[src/rtl/counter_seq_ctrl.sv]
// Sequences CLEAR / LOAD / RUN commands onto an external up/down counter; strobes issue the cycle after accept, done follows.
// One command at a time: cmd_ready is high only in IDLE, so offered commands simply wait while busy.
module counter_seq_ctrl #(
    parameter int DATA_WIDTH = 8
) (
    input  logic                  clk,
    input  logic                  rst_n,
    input  logic                  cmd_valid,
    output logic                  cmd_ready,
    input  logic [1:0]            cmd_op,
    input  logic [DATA_WIDTH-1:0] cmd_data,
    input  logic                  cmd_dir,
    input  logic                  abort,
    input  logic [DATA_WIDTH-1:0] cnt_q,
    output logic                  cnt_clear,
    output logic                  cnt_load,
    output logic [DATA_WIDTH-1:0] cnt_load_val,
    output logic                  cnt_up_down,
    output logic                  cnt_en,
    output logic                  busy,
    output logic                  done,
    output logic [1:0]            status
);

    typedef enum logic [2:0] {
        ST_IDLE  = 3'd0,
        ST_CLEAR = 3'd1,
        ST_LOAD  = 3'd2,
        ST_RUN   = 3'd3,
        ST_DONE  = 3'd4
    } state_t;

    localparam logic [1:0] OP_CLEAR = 2'b00;
    localparam logic [1:0] OP_LOAD  = 2'b01;
    localparam logic [1:0] OP_RUN   = 2'b10;

    localparam logic [1:0] STS_OK      = 2'b00;
    localparam logic [1:0] STS_ABORTED = 2'b01;
    localparam logic [1:0] STS_BAD_OP  = 2'b10;

    state_t                state_q, state_d;
    logic [DATA_WIDTH-1:0] data_q, data_d;
    logic                  dir_q, dir_d;
    logic [1:0]            status_q, status_d;
    logic                  at_target;

    always_ff @(posedge clk) begin
        if (!rst_n) begin
            state_q  <= ST_IDLE;
            data_q   <= '0;
            dir_q    <= 1'b1;
            status_q <= STS_OK;
        end else begin
            state_q  <= state_d;
            data_q   <= data_d;
            dir_q    <= dir_d;
            status_q <= status_d;
        end
    end

    // The latched data doubles as the RUN target.
    assign at_target = (cnt_q == data_q);

    always_comb begin
        state_d   = state_q;
        data_d    = data_q;
        dir_d     = dir_q;
        status_d  = status_q;
        cmd_ready = 1'b0;
        cnt_clear = 1'b0;
        cnt_load  = 1'b0;
        cnt_en    = 1'b0;
        busy      = 1'b1;
        done      = 1'b0;

        unique case (state_q)
            ST_IDLE: begin
                busy      = 1'b0;
                cmd_ready = rst_n;
                if (cmd_valid && rst_n) begin
                    data_d = cmd_data;
                    dir_d  = cmd_dir;
                    unique case (cmd_op)
                        OP_CLEAR: state_d = ST_CLEAR;
                        OP_LOAD:  state_d = ST_LOAD;
                        OP_RUN:   state_d = ST_RUN;
                        default: begin
                            status_d = STS_BAD_OP;
                            state_d  = ST_DONE;
                        end
                    endcase
                end
            end
            ST_CLEAR: begin
                cnt_clear = 1'b1;
                status_d  = STS_OK;
                state_d   = ST_DONE;
            end
            ST_LOAD: begin
                cnt_load = 1'b1;
                status_d = STS_OK;
                state_d  = ST_DONE;
            end
            ST_RUN: begin
                // Reaching the target wins over a simultaneous abort.
                if (at_target) begin
                    status_d = STS_OK;
                    state_d  = ST_DONE;
                end else if (abort) begin
                    status_d = STS_ABORTED;
                    state_d  = ST_DONE;
                end else begin
                    cnt_en = 1'b1;
                end
            end
            ST_DONE: begin
                done    = 1'b1;
                state_d = ST_IDLE;
            end
            default: begin
                busy    = 1'b0;
                state_d = ST_IDLE;
            end
        endcase
    end

    assign cnt_load_val = data_q;
    assign cnt_up_down  = dir_q;
    assign status       = status_q;

endmodule

[config.mk]
export PLATFORM = sky130hd
export DESIGN_NAME = counter_seq_ctrl
export DESIGN_NICKNAME = d
export VERILOG_FILES = /design/src/rtl/counter_seq_ctrl.sv
export SDC_FILE = /design/constraint.sdc
export NUM_CORES = 1
export LEC_CHECK = 0
export CAP_MARGIN = 20
export CORE_MARGIN = 1
export CORE_UTILIZATION = 40
export CTS_CLUSTER_SIZE = 40
export DETAILED_ROUTE_END_ITERATION = 12
export PLACE_DENSITY = 0.82
export SETUP_SLACK_MARGIN = 0.05
export SYNTH_ARGS = -nofsm -noshare
export SYNTH_HDL_FRONTEND = slang
export SYNTH_SLANG_ARGS = --single-unit
[constraint.sdc]
create_clock -name clk -period 2 [get_ports clk]
set_clock_uncertainty 0.1 [all_clocks]
set_input_delay 0.5 -clock clk [delete_from_list [all_inputs] [get_ports clk]]
set_output_delay 0.5 -clock clk [all_outputs]
set_load 0.05 [all_outputs]
==> impl_results.md <==
- Status: complete, no violations
- Routed len/inst: 12.0 µm
- Gr ovfl total: 0
- Post-Route M1 WL: 793 µm
- WS Path Type: flop to output pin
- H-Tree Depth: 1
- Die X: 45.1 µm
- Synthesized area per cell: 8.26 µm²
- Static Leakage: 0.581 nW
- Setup TNS: 0 ns
- Placed Area: 1200 µm²
- Min Tclk post-route: around 2.0 ns
- Routed wire length: 1950 µm
- PnR Total Power: 0.882 mW
- Slew HR: 66.9%
- Placement row count: 15
- CTS Root Cell: clkbuf_4
- Clk_lat worst skew: 0.28 ns
- Final instance area: between 1000 and 1500 µm²
- Gr usage total: 21.8%
- Final hold violations: 0
- Share of cells above drive strength 1: 41.6%
- Met2 wire length: 1040 µm
- Crit path capture type: output pin
- I/O Pins: 40
- Power per cell area: just over 700 nW/µm²
- First-pass DRT Iterations: 4
- #FFs+latches synth: 14
- Vias in the first global route: 735
- Mapped cell area: ~740 µm²
- Area delta synth->final: 68.5%
- Syn_nets: roughly 120
- Hold Worst Slack: 0.366 ns
- CTS tree: yes
- CP Max Fanout: 10
- Clock Path Buffers: 2
- Die H: between 40 and 50 µm
- I/O Buffers: 39
- Worst setup SP type: flop
- Core Area: 1730 µm²
- Pre-CTS WS: -0.311 ns
- Antenna violations before repair: 0
- Synth unique cells: 28
- Die area: 2030 µm²
- Detail Placement HPWL: roughly 1500 µm
- Setup ws final: approximately 0.036 ns
- Top Metal Used: met4
- Final-report max-slew violation count: 0
- Tcrit/Tclk final: between 90% and 100%
- Diodes inserted: 0
- Synth warn: 0
- Clk slew on worst S/H paths: 0.08 ns
- Final setup viols: 0
- Worst slew pin tran: slightly below 0.5 ns
- DR WL met3: 89 µm
- Initial Utilization: 43.0%
- Gp weighted congestion: 0.831
- First-pass GRT wire length: 3090 µm
- Vias per inst: ~4.8
- Total CTS buffers: 3
- FMAX: roughly 510 MHz
- RSZ-0062 raised after global routing: true
- Synth Instances: 90
- 1st-iter DRT viols: 20
- Worst Hold Class: flop to flop
- DRC: 0
- Worst VDD drop: 0.511 mV
- Clock sink count: 14
- Final net count: approximately 160
- Maxcap violations: 0
- Seq/Total Area, Yosys: 37.7%
- Worst Path Arrival: between 1 and 1.5 ns
- Vias: 770
- DRT antenna net count: 0
- Largest net degree at the start of global routing: 15
- Crit path required time: approximately 1.4 ns
## cells in the final DEF, fill, tap and decap left out
cell type / netlist / final
clkdlybuf4s50_1: 0 / 13
a31oi_1: 1 / 1
a21oi_1: 2 / 2
nor3_2: 1 / 1
buf_4: 1 / 19
clkbuf_4: 0 / 3
nor2_2: 1 / 2
clkbuf_8: 0 / 1
o22ai_1: 1 / 1
o211ai_1: 1 / 1
o32ai_1: 1 / 1
o21ai_2: 0 / 1
inv_1: 6 / 6
nor3b_1: 2 / 2
buf_12: 0 / 5
dlygate4sd2_1: 0 / 1
ha_1: 3 / 3
buf_2: 0 / 8
and3_1: 2 / 2
nor2_1: 4 / 3
xnor2_1: 9 / 6
nand3b_1: 1 / 1
nand3_1: 8 / 8
a21oi_2: 1 / 1
buf_6: 2 / 1
o21bai_1: 1 / 1
dfxtp_2: 0 / 11
nand4_1: 2 / 2
nand2_1: 19 / 19
xnor2_2: 0 / 3
o41ai_1: 1 / 1
and2_1: 2 / 2
dfxtp_1: 14 / 3
nand3_2: 1 / 1
a221oi_1: 1 / 1
## worst max-delay path, cell delays in order, from the launching register on
cell and delay (ns):
dfxtp_2 0.38, nand3b_1 0.21, nor2_2 0.18, o21ai_2 0.08
inv_1 0.07, buf_6 0.15
## area by class of cell
class	instances	area [µm²]
well taps	25	31.3
inverters	6	22.5
multi-input cells	66	435
clock buffers	4	36.3
fillers	139	474
flip-flops and latches	14	294
repair buffers	47	433
## cell usage after synthesis (all sizes together)
library cell	count	area [µm²]
nand4	2	12.5
nor3	1	10.0
nor2	5	21.3
nand3b	1	7.51
o22ai	1	6.26
nand2	19	71.3
a21oi	3	18.8
clkbuf	1	3.75
xnor2	9	78.8
a221oi	1	8.76
o211ai	1	7.51
o21ai	1	5.00
o21bai	1	7.51
inv	6	22.5
buf	3	30.0
a31oi	1	6.26
dfxtp	14	280
o41ai	1	8.76
nor3b	2	15.0
nand3	9	50.1
and2	2	12.5
and3	2	12.5
o32ai	1	8.76
ha	3	37.5
## kinds of logic after synthesis
group,after synthesis,synth area share (%)
compound gates,11,10.4
simple gates,43,28.6
flops,14,37.7
xor+xnor,9,10.6
fa+ha+maj,3,5.05
buf+inv,10,7.58
## power breakdown
part           internal [mW]  switching (mW)  total (mW)
combinational          0.151           0.191       0.342
clock                  0.111          0.0929       0.204
sequential             0.307          0.0288       0.336
## per-layer routing
metal	track usage, %	vias up
met3	7.60	4
met5	0	-
met4	10.3	0
li1	-	400
met1	26.4	342
met2	34.5	24
## per-stage QoR
stage / instances / util, %
global route: 162 / 72.5
detailed placement: 155 / 69.4
finish: 162 / 72.5
CTS: 161 / 70.7
global placement: 155 / 69.4
floorplan: 90 / -
## path summary, 6_finish.rpt
check	from	endpoint	slack, ns	cells after the start
hold / removal	cnt_up_down	cnt_up_down	0.37	2
setup / recovery	state_q[2]	cnt_en	0.04	5
setup reg to reg	state_q[2]	state_q[2]	0.41	7
hold reg to reg	cnt_up_down	cnt_up_down	0.37	2
## repair_timing
action / in CTS / in global routing
setup buffers: 2 / 1
hold buffers: 0 / 0
gates resized for setup: 32 / 5
pin swaps: 12 / 3
setup endpoints to repair: 1 / 5
## registers in the layout, summed over array words and instances, names as in the netlist
signal and count:
cnt_up_down 1, state_q 3, cnt_load_val 8, status 2
Note: power is estimated with default switching activity, not from simulation.
